`src/rtl/load_store_unit_pkg.sv`:
```
// Shared types for the memory-access stage: opcodes, LSU FSM states and
// RISC-V load/store size codes.
package load_store_unit_pkg;

  localparam int unsigned XLEN = 32;
  localparam int unsigned BE_W = XLEN / 8;

  typedef enum logic [6:0] {
    OP_LOAD  = 7'b0000011,
    OP_STORE = 7'b0100011,
    OP_ALU   = 7'b0110011,
    OP_ALUI  = 7'b0010011
  } opcode_t;

  typedef enum logic [1:0] {
    IDLE = 2'd0,
    WAIT = 2'd1,
    DONE = 2'd2
  } lsu_state_t;

  localparam logic [2:0] F3_B  = 3'b000;
  localparam logic [2:0] F3_H  = 3'b001;
  localparam logic [2:0] F3_W  = 3'b010;
  localparam logic [2:0] F3_BU = 3'b100;
  localparam logic [2:0] F3_HU = 3'b101;

endpackage

```
`src/rtl/load_store_unit_if.sv`:
```
// Data-memory bus: single request with valid/ack handshake, read data valid
// in the ack cycle.
interface load_store_unit_if;
  import load_store_unit_pkg::*;

  logic            mem_req;
  logic            mem_we;
  logic [XLEN-1:0] mem_addr;
  logic [XLEN-1:0] mem_wdata;
  logic [BE_W-1:0] mem_be;
  logic            mem_ack;
  logic [XLEN-1:0] mem_rdata;

  modport master (
    output mem_req, mem_we, mem_addr, mem_wdata, mem_be,
    input  mem_ack, mem_rdata
  );

  modport slave (
    input  mem_req, mem_we, mem_addr, mem_wdata, mem_be,
    output mem_ack, mem_rdata
  );
endinterface

```
`src/rtl/lsu_lane_align.sv`:
```
// Byte-lane steering: store byte enables and replicated data, load
// extraction with sign/zero extension, and the illegal/misaligned flag.
module lsu_lane_align
  import load_store_unit_pkg::*;
(
  input  logic [1:0]      addr_lo,
  input  logic [2:0]      funct3,
  input  logic            write,
  input  logic [XLEN-1:0] wdata,
  input  logic [XLEN-1:0] rdata,
  output logic [BE_W-1:0] be,
  output logic [XLEN-1:0] wdata_lane,
  output logic [XLEN-1:0] rdata_ext,
  output logic            illegal
);

  logic [7:0]  rd_byte;
  logic [15:0] rd_half;

  assign rd_byte = rdata[{addr_lo, 3'b000} +: 8];
  assign rd_half = rdata[{addr_lo[1], 4'b0000} +: 16];

  // Loads keep all four lanes enabled and drive zero store data.
  always_comb begin
    be         = 4'b1111;
    wdata_lane = '0;
    rdata_ext  = '0;
    illegal    = 1'b0;
    case (funct3)
      F3_B: begin
        if (write) begin
          wdata_lane = {4{wdata[7:0]}};
          be         = 4'b0001 << addr_lo;
        end else begin
          rdata_ext = {{24{rd_byte[7]}}, rd_byte};
        end
      end
      F3_H: begin
        illegal = addr_lo[0];
        if (write) begin
          wdata_lane = {2{wdata[15:0]}};
          be         = addr_lo[1] ? 4'b1100 : 4'b0011;
        end else begin
          rdata_ext = {{16{rd_half[15]}}, rd_half};
        end
      end
      F3_W: begin
        illegal = (addr_lo != 2'b00);
        if (write) begin
          wdata_lane = wdata;
        end else begin
          rdata_ext = rdata;
        end
      end
      F3_BU: begin
        illegal   = write;
        rdata_ext = {24'h0, rd_byte};
      end
      F3_HU: begin
        illegal   = write | addr_lo[0];
        rdata_ext = {16'h0, rd_half};
      end
      default: illegal = 1'b1;
    endcase
  end

endmodule

```
`src/rtl/load_store_unit.sv`:
```
// Memory-access stage: issues one bus transaction per load/store, stalls the
// core until ack, fault or timeout, and returns the extended load result.
module load_store_unit
  import load_store_unit_pkg::*;
#(
  parameter int unsigned MAX_WAIT = 15
) (
  input  logic                      clk,
  input  logic                      reset_n,
  input  logic                      req_valid,
  input  logic                      req_write,
  input  logic [2:0]                req_funct3,
  input  logic [XLEN-1:0]           req_addr,
  input  logic [XLEN-1:0]           req_wdata,
  output logic                      stall,
  output logic                      done,
  output logic                      fault,
  output logic [XLEN-1:0]           load_data,
  load_store_unit_if.master         mem
);

  localparam int unsigned CNT_W = $clog2(MAX_WAIT + 1);

  lsu_state_t       state_q;
  logic [CNT_W-1:0] cnt_q;
  logic [1:0]       addr_lo_q;
  logic [2:0]       funct3_q;
  logic             write_q;

  logic [1:0]       al_addr;
  logic [2:0]       al_funct3;
  logic             al_write;
  logic [BE_W-1:0]  al_be;
  logic [XLEN-1:0]  al_wdata;
  logic [XLEN-1:0]  al_rdata;
  logic             al_illegal;

  // Live request fields decide the issue in IDLE; latched ones drive extraction in WAIT.
  assign al_addr   = (state_q == IDLE) ? req_addr[1:0] : addr_lo_q;
  assign al_funct3 = (state_q == IDLE) ? req_funct3    : funct3_q;
  assign al_write  = (state_q == IDLE) ? req_write     : write_q;

  lsu_lane_align u_align (
    .addr_lo    (al_addr),
    .funct3     (al_funct3),
    .write      (al_write),
    .wdata      (req_wdata),
    .rdata      (mem.mem_rdata),
    .be         (al_be),
    .wdata_lane (al_wdata),
    .rdata_ext  (al_rdata),
    .illegal    (al_illegal)
  );

  assign stall = req_valid && (state_q != DONE);

  always_ff @(posedge clk) begin
    if (!reset_n) begin
      state_q       <= IDLE;
      cnt_q         <= '0;
      addr_lo_q     <= '0;
      funct3_q      <= '0;
      write_q       <= 1'b0;
      done          <= 1'b0;
      fault         <= 1'b0;
      load_data     <= '0;
      mem.mem_req   <= 1'b0;
      mem.mem_we    <= 1'b0;
      mem.mem_addr  <= '0;
      mem.mem_wdata <= '0;
      mem.mem_be    <= '0;
    end else begin
      done  <= 1'b0;
      fault <= 1'b0;
      case (state_q)
        IDLE: begin
          if (req_valid) begin
            if (al_illegal) begin
              state_q   <= DONE;
              done      <= 1'b1;
              fault     <= 1'b1;
              load_data <= '0;
            end else begin
              state_q       <= WAIT;
              addr_lo_q     <= req_addr[1:0];
              funct3_q      <= req_funct3;
              write_q       <= req_write;
              mem.mem_req   <= 1'b1;
              mem.mem_we    <= req_write;
              mem.mem_addr  <= {req_addr[XLEN-1:2], 2'b00};
              mem.mem_wdata <= al_wdata;
              mem.mem_be    <= al_be;
            end
          end
        end
        WAIT: begin
          // An ack in the last allowed cycle still wins over the timeout.
          if (mem.mem_ack) begin
            state_q     <= DONE;
            done        <= 1'b1;
            load_data   <= write_q ? '0 : al_rdata;
            mem.mem_req <= 1'b0;
            mem.mem_we  <= 1'b0;
          end else if (cnt_q == CNT_W'(MAX_WAIT - 1)) begin
            state_q     <= DONE;
            done        <= 1'b1;
            fault       <= 1'b1;
            load_data   <= '0;
            mem.mem_req <= 1'b0;
            mem.mem_we  <= 1'b0;
          end else begin
            cnt_q <= cnt_q + CNT_W'(1);
          end
        end
        DONE: begin
          state_q <= IDLE;
          cnt_q   <= '0;
        end
        default: state_q <= IDLE;
      endcase
    end
  end

endmodule

```
`src/flat_wrapper.sv`:
```
// flat-port wrapper written by rule: the top's interface ports become plain ports
module load_store_unit_flat import load_store_unit_pkg::*;
#(
  parameter int unsigned MAX_WAIT = 15
)
  (clk, reset_n, req_valid, req_write, req_funct3, req_addr, req_wdata, stall, done, fault, load_data, mem_mem_req, mem_mem_we, mem_mem_addr, mem_mem_wdata, mem_mem_be, mem_mem_ack, mem_mem_rdata);
  load_store_unit_if mem_i ();
  input  logic clk;
  input  logic reset_n;
  input  logic req_valid;
  input  logic req_write;
  input  logic [2:0] req_funct3;
  input  logic [XLEN-1:0] req_addr;
  input  logic [XLEN-1:0] req_wdata;
  output logic stall;
  output logic done;
  output logic fault;
  output logic [XLEN-1:0] load_data;
  output wire logic [$bits(mem_i.mem_req)-1:0] mem_mem_req;
  output wire logic [$bits(mem_i.mem_we)-1:0] mem_mem_we;
  output wire logic [$bits(mem_i.mem_addr)-1:0] mem_mem_addr;
  output wire logic [$bits(mem_i.mem_wdata)-1:0] mem_mem_wdata;
  output wire logic [$bits(mem_i.mem_be)-1:0] mem_mem_be;
  input wire logic [$bits(mem_i.mem_ack)-1:0] mem_mem_ack;
  input wire logic [$bits(mem_i.mem_rdata)-1:0] mem_mem_rdata;
  assign mem_mem_req = mem_i.mem_req;
  assign mem_mem_we = mem_i.mem_we;
  assign mem_mem_addr = mem_i.mem_addr;
  assign mem_mem_wdata = mem_i.mem_wdata;
  assign mem_mem_be = mem_i.mem_be;
  assign mem_i.mem_ack = mem_mem_ack;
  assign mem_i.mem_rdata = mem_mem_rdata;
  load_store_unit #(.MAX_WAIT(MAX_WAIT)) u_core (.clk(clk), .reset_n(reset_n), .req_valid(req_valid), .req_write(req_write), .req_funct3(req_funct3), .req_addr(req_addr), .req_wdata(req_wdata), .stall(stall), .done(done), .fault(fault), .load_data(load_data), .mem(mem_i));
endmodule
```
`config.mk`:
```
export PLATFORM = sky130hd
export DESIGN_NAME = load_store_unit_flat
export DESIGN_NICKNAME = d
export VERILOG_FILES = /design/src/rtl/load_store_unit_pkg.sv /design/src/rtl/load_store_unit_if.sv /design/src/rtl/lsu_lane_align.sv /design/src/rtl/load_store_unit.sv /design/src/flat_wrapper.sv
export SDC_FILE = /design/constraint.sdc
export NUM_CORES = 1
export LEC_CHECK = 0
export ABC_AREA = 1
export CORE_UTILIZATION = 45
export CTS_CLUSTER_DIAMETER = 50
export CTS_CLUSTER_SIZE = 12
export DETAILED_ROUTE_END_ITERATION = 10
export HOLD_SLACK_MARGIN = 0.1
export PLACE_DENSITY = 0.81
export SYNTH_ARGS = -nofsm -noshare
export SYNTH_HDL_FRONTEND = slang
export SYNTH_SLANG_ARGS = --single-unit
export TNS_END_PERCENT = 10
```
`constraint.sdc`:
```
create_clock -name clk -period 2.43 [get_ports clk]
set_clock_uncertainty 0.1 [all_clocks]
set_input_delay 0.486 -clock clk [delete_from_list [all_inputs] [get_ports clk]]
set_output_delay 0.486 -clock clk [all_outputs]
set_load 0.01 [all_outputs]
```
# Word-level counts from Yosys, hierarchy flattened
# Cells that the tools add are included.
totals:
  register_bits: 114
  latch_bits: 0
  ramBits: 0
  romBits: 0
  output_inout_bits: 105
  n_memories: 0
classes:
  n_addsub: 1
  multipliers: 0
  n_div: 0
  magnitude_cmp: 0
  n_eq_ne: 14
  n_shift: 3
  mux: 45
  bitwise: 2
  reduce_logical: 11
op_table:
  columns: ["cell", "n"]
  rows:
  - ["2-to-1 mux 32 bit", 11]
  - ["one-hot mux 32 bit (5 select lines)", 1]
  - ["one-hot mux 32 bit (3 select lines)", 1]
  - ["one-hot mux 32 bit (2 select lines)", 1]
  - ["indexed part select 32 x 6 -> 16 bit", 1]
  - ["indexed part select 32 x 6 -> 8 bit", 1]
  - ["2-to-1 mux 4 bit", 5]
  - ["one-hot mux 4 bit (2 select lines)", 2]
  - ["2-to-1 mux 1 bit", 12]
  - ["2-to-1 mux 2 bit", 5]
  - ["inequality test 2 bit (second input constant)", 5]
  - ["one-hot mux 1 bit (2 select lines)", 4]
  - ["AND reduction 4 bit", 2]
  - ["equality test 3 bit (second input constant)", 2]
  - ["AND reduction 3 bit", 2]
  - ["nonzero test 2 bit", 3]
  - ["one-hot mux 1 bit (5 select lines)", 1]
  - ["adder 4 x 1 -> 4 bit (second input constant)", 1]
  - ["equality test 4 bit (second input constant)", 1]
  - ["one-hot mux 2 bit (2 select lines)", 1]
  - ["<< shifter 1 x 2 -> 4 bit (first input constant)", 1]
  - ["equality test 3 x 1 -> 1 bit (second input constant)", 1]
  - ["equality test 3 x 2 -> 1 bit (second input constant)", 1]
  - ["logical NOT 3 bit", 1]
  - ["other kinds (10)", 10]

# Longest topological paths before layout
logic_depth:
  depth_word: 8
  ltp_mapped: 16

# Cells and area by module
# A second synthesis with hierarchy kept.
unflattened:
  hier_cells: 999
  area_unflattened_um2: 6138.4
modules_own_cells:
  columns: ["module", "instances", "cells_per_inst", "area_per_inst_um2", "seq_area_each_um2"]
  rows:
  - ["load_store_unit", 1, 595, 4381.7, 2282.2]
  - ["lsu_lane_align", 1, 404, 1756.7, 0.0]

# Least setup slack after synthesis
# No wires, ideal clock.
synth_timing:
  path_kind: "register to register"
  from: "register u_core.state_q[1]"
  to: "register u_core.mem.mem_addr[10]"
  setup_ps: 132
  t_arrival_ps: 1731
  t_required_ps: 2198
  setup_slack_ps: 466
  path_stages_with_launch: 15
  n_path_buf: 4
  period_less_slack_ps: 1964
  path_cell_list: "dfxtp_1 -> nor2_4 -> buf_6 -> nand2_1 -> nand2_2 -> nand2_1 -> nand2_1 -> nand2_1 -> nor2_2 -> buf_6 -> nand2_4 -> buf_6 -> buf_6 -> nand2_1 -> a21oi_1"
synth_between:
  elab_chain_cells: 6
  word_cells_on_any_way: 14
  cone_classes: "eq/ne: 4; mux: 4; bitwise: 2; reduce/logical: 4"
synth_lines:
  columns: ["element", "line_no", "text"]
  rows:
  - ["start: declaration", "load_store_unit.sv:24", "lsu_state_t state_q;"]
  - ["start signal: assignment", "load_store_unit.sv:59", "state_q <= IDLE;"]
  - ["start signal: assignment", "load_store_unit.sv:79", "state_q <= DONE;"]
  - ["start signal: assignment", "load_store_unit.sv:84", "state_q <= WAIT;"]
  - ["logical NOT 2 bit (*)", null, null]
  - ["2-to-1 mux 3 bit, or another cell as far along", "load_store_unit.sv:40", "assign al_funct3 = (state_q == IDLE) ? req_funct3 : funct3_q;"]
  - ["equality test 3 bit, or another cell as far along", "lsu_lane_align.sv:29", "case (funct3)"]
  - ["one-hot mux 1 bit (5 select lines)", "lsu_lane_align.sv:29", null]
  - ["NOT 1 bit (no line)", null, null]
  - ["AND reduction 3 bit (no line) (*)", null, null]
  - ["end signal: assignment", "load_store_unit.sv:90", "mem.mem_addr <= {req_addr[XLEN-1:2], 2'b00};"]
  - ["end: declaration", "load_store_unit_if.sv:15", "output mem_req, mem_we, mem_addr, mem_wdata, mem_be,"]
# Every way passes the cells marked *; elsewhere a longest branch is shown, timed or not.
# A chain may end at the register's enable or synchronous reset.

# Final worst setup path
layout_timing:
  from: "input port req_valid"
  to: "output port stall"
layout_between:
  elab_chain_cells: 1
layout_lines:
  columns: ["element", "line_no", "text"]
  rows:
  - ["start: declaration", "flat_wrapper.sv:10", "input logic req_valid;"]
  - ["logical AND 1 bit", "load_store_unit.sv:55", "assign stall = req_valid && (state_q != DONE);"]
  - ["end: declaration", "flat_wrapper.sv:15", "output logic stall;"]
# Every way passes these cells.

==> impl_metrics.tcl <==
set metrics [dict create \
    outcome "finished clean" \
    maxCapViolCount 0 \
    drc 0 \
    dieArea_mm2 0.0132 \
    timing.rr.end "u_core.load_data[4]" \
    clkLatencyLatePin_ps 420 \
    p_sw_uw 5420 \
    worstHoldStart "u_core.mem.mem_addr[28]" \
    finalSetupViolations 0 \
    synth_top_area_share_pct 39.7 \
    num_io_pins 209 \
    synth_top_flop_cell "dfxtp_1" \
    hold_viol_final 0 \
    yosys-top-cells-count "264 x nand2_1, 128 x a21oi_1, 114 x dfxtp_1" \
    r2r_cells 12 \
    root_buffer "clkbuf_16" \
    cts.path.max_buffers 2 \
    p_leak_uw 0.00368 \
    holdWs_ps 359 \
    routed_wl_mm 19.1 \
    startpoint "req_valid" \
    layout.cells.non_filler 1291 \
    seq_power_share_pct 20.8 \
    vias 6726 \
    grt_pass1_wl_mm 30.4 \
    syn_inst 879 \
    wl_per_cell_um 14.8 \
    htree_num_levels 4 \
    slew_viol_final 0 \
    first_pass_iters 6 \
    crit_path_start_kind "input pin" \
    layout-drive-gt1-share_pct 10.9 \
    hp-class "reg2reg" \
    comb_power_share_pct 58.1 \
    synth.distinct_cells 31 \
    arrival_ps 1670 \
    p_int_uw 6990 \
    synthToLayoutAreaGrowth_pct 55.8 \
    rsz0062_at_grt "true" \
    core_area_mm2 0.0122 \
    cts_hold_buf 0 \
    diodes 0 \
    routed_via_density 5.21 \
    rows 40 \
    cp.required_ps 1840 \
    cts_num_sinks 114 \
    synth_edf_count 0 \
    clk_pin_slew_worst_paths_ps 50 \
    r2r_start "u_core.state_q[0]" \
    ys_async_sr_fraction_pct 0 \
    r2r_setup_slack_ps 190 \
    io_buffers 206 \
    grt-ovfl-total 0 \
    max_freq_mhz 443 \
    pwr_density_cell_mw_per_mm2 1390 \
    dieHeight_um 115 \
    grt_max_degree 48 \
    dpl.hpwl_mm 13.5 \
    yosys_warnings 0 \
    fp.dieW_um 115 \
    cts_tree "yes" \
    fin_crit_sh_pct 92.9 \
    power_uw 12400 \
    power_frac_clock_pct 21.1 \
    crit_fanout 3 \
    nets 1216 \
    ant_nets 0 \
    synth_most_common_cell "nand2_1" \
    start_util_pct 47.1 \
    first_iter_violations 582 \
    syn-cell-area_mm2 0.00575 \
    worstSetupEndpointType "output port" \
    synth.avg_cell_area_um2 6.54 \
    antenna_found_initial 0 \
    track_usage_pct 29.6 \
    synth_top_cell_by_area "dfxtp_1" \
    seq_area_frac_synth_pct 39.7 \
    grt_pass1_vias 6237 \
    synth.area.top_cells "dfxtp_1 40%, nand2_1 17%, a21oi_1 11%, nand3_1 8.4%, nor2_1 5.5%" \
    yosys_register_bits 114 \
    period_needed_ps 2260 \
    cts_buffers 17 \
    crit_type "in2out" \
    p_sw_share_pct 43.7 \
    crit_end "stall" \
    dp_cells 1256 \
    vdd_drop_max_mv 0.806 \
    gp_congestion 0.907 \
]
-- cell type report --
type | instances | area (um^2)
timing repair buffer | 264 | 2640
fill | 985 | 3260
clock buffer | 18 | 429
tap | 168 | 210
sequential | 114 | 2280
multi-input combinational | 663 | 3010
inverter | 50 | 188
clock inverter | 14 | 189
-- placed cells by master (no fill, tap or decap), types with 4 or more instances in the layout --
cell,count
a21oi_1,128
inv_2,4
o21ai_0,30
clkinv_2,4
bufinv_16,4
nand2_1,264
nand2_2,7
buf_4,46
clkbuf_16,17
nor2_2,6
inv_1,46
nor2_1,83
clkdlybuf4s50_1,206
nand3_1,97
dfxtp_1,112
o21ai_1,10
buf_12,11
nor2_4,6
or2_2,4
o211ai_1,6
-- cell families after synthesis --
family                   count (synthesis)  share of synthesized area [%]
buffers and inverters                  104                           8.23
XOR/XNOR                                 1                          0.152
adder cells (fa/ha/maj)                  2                          0.435
flip-flops                             114                           39.7
other                                    1                         0.0653
AO/OA/AOI/OAI                          183                           16.6
AND/OR/NAND/NOR                        474                           34.8
-- critical path, cell delays in order --
cell and delay [ps]:
clkdlybuf4s50_1 450, inv_1 80, nor2_1 110, clkdlybuf4s50_1 530
-- per-stage QoR --
stage                     util (%)  setup WS [ps]  TNS, ps  instance area [um^2]
final                         73.3            173        0                  8950
after CTS                     73.1           89.3        0                  8930
after global placement        68.0          -52.3    -1230                  8310
after global routing          73.3          -11.0    -11.0                  8950
after detailed placement      68.0           -116    -4340                  8310
after floorplan                  -            466        0                  5750
-- sequential cells by signal, summed over array words and instances, names as in the netlist --
signal / flops
u_core.mem.mem_wdata: 32
u_core.cnt_q: 4
u_core.mem.mem_we: 1
u_core.write_q: 1
u_core.mem.mem_addr: 30
u_core.mem.mem_be: 4
u_core.fault: 1
u_core.state_q: 2
u_core.funct3_q: 3
u_core.addr_lo_q: 2
u_core.load_data: 32
u_core.mem.mem_req: 1
u_core.done: 1
-- power by group through the flow --
| stage | Sequential, uW | Combinational (uW) | Clock [uW] |
|---|---|---|---|
| after global routing | 2630 | 7950 | 2740 |
| after global placement | 2580 | 6950 | 0 |
| final | 2580 | 7210 | 2620 |
| after floorplan | 2740 | 4080 | 0 |
| after CTS | 2560 | 7070 | 2650 |
| after detailed placement | 2590 | 7000 | 0 |
-- timing repair --
item / in CTS / in global routing
endpoints found under the setup margin: 0 / 67
gates resized for setup: 0 / 3
buffers inserted: 0 / 2
hold endpoints to repair: 0 / 0
-- routing by layer --
metal  up-vias  wire length (um)  GRT usage [%]
li1       3336                 -              -
met1      3002              7670           36.0
met2       338              9100           47.9
met3        50              1820           10.5
met4         0               537           11.5
met5         -                 0              0
-- how the worst min path moves through the flow --
stage | to | slack (ps) | cells after the start
4_1_cts | u_core.mem.mem_addr[28] | 360 | 2
2_1_floorplan | u_core.addr_lo_q[0] | 340 | 2
3_3_place_gp | u_core.mem.mem_wdata[4] | 350 | 2
3_5_place_dp | u_core.mem.mem_wdata[4] | 350 | 2
5_1_grt | u_core.load_data[1] | 380 | 2
6_report | u_core.mem.mem_addr[28] | 360 | 2
(Power assumes the default switching activity.)
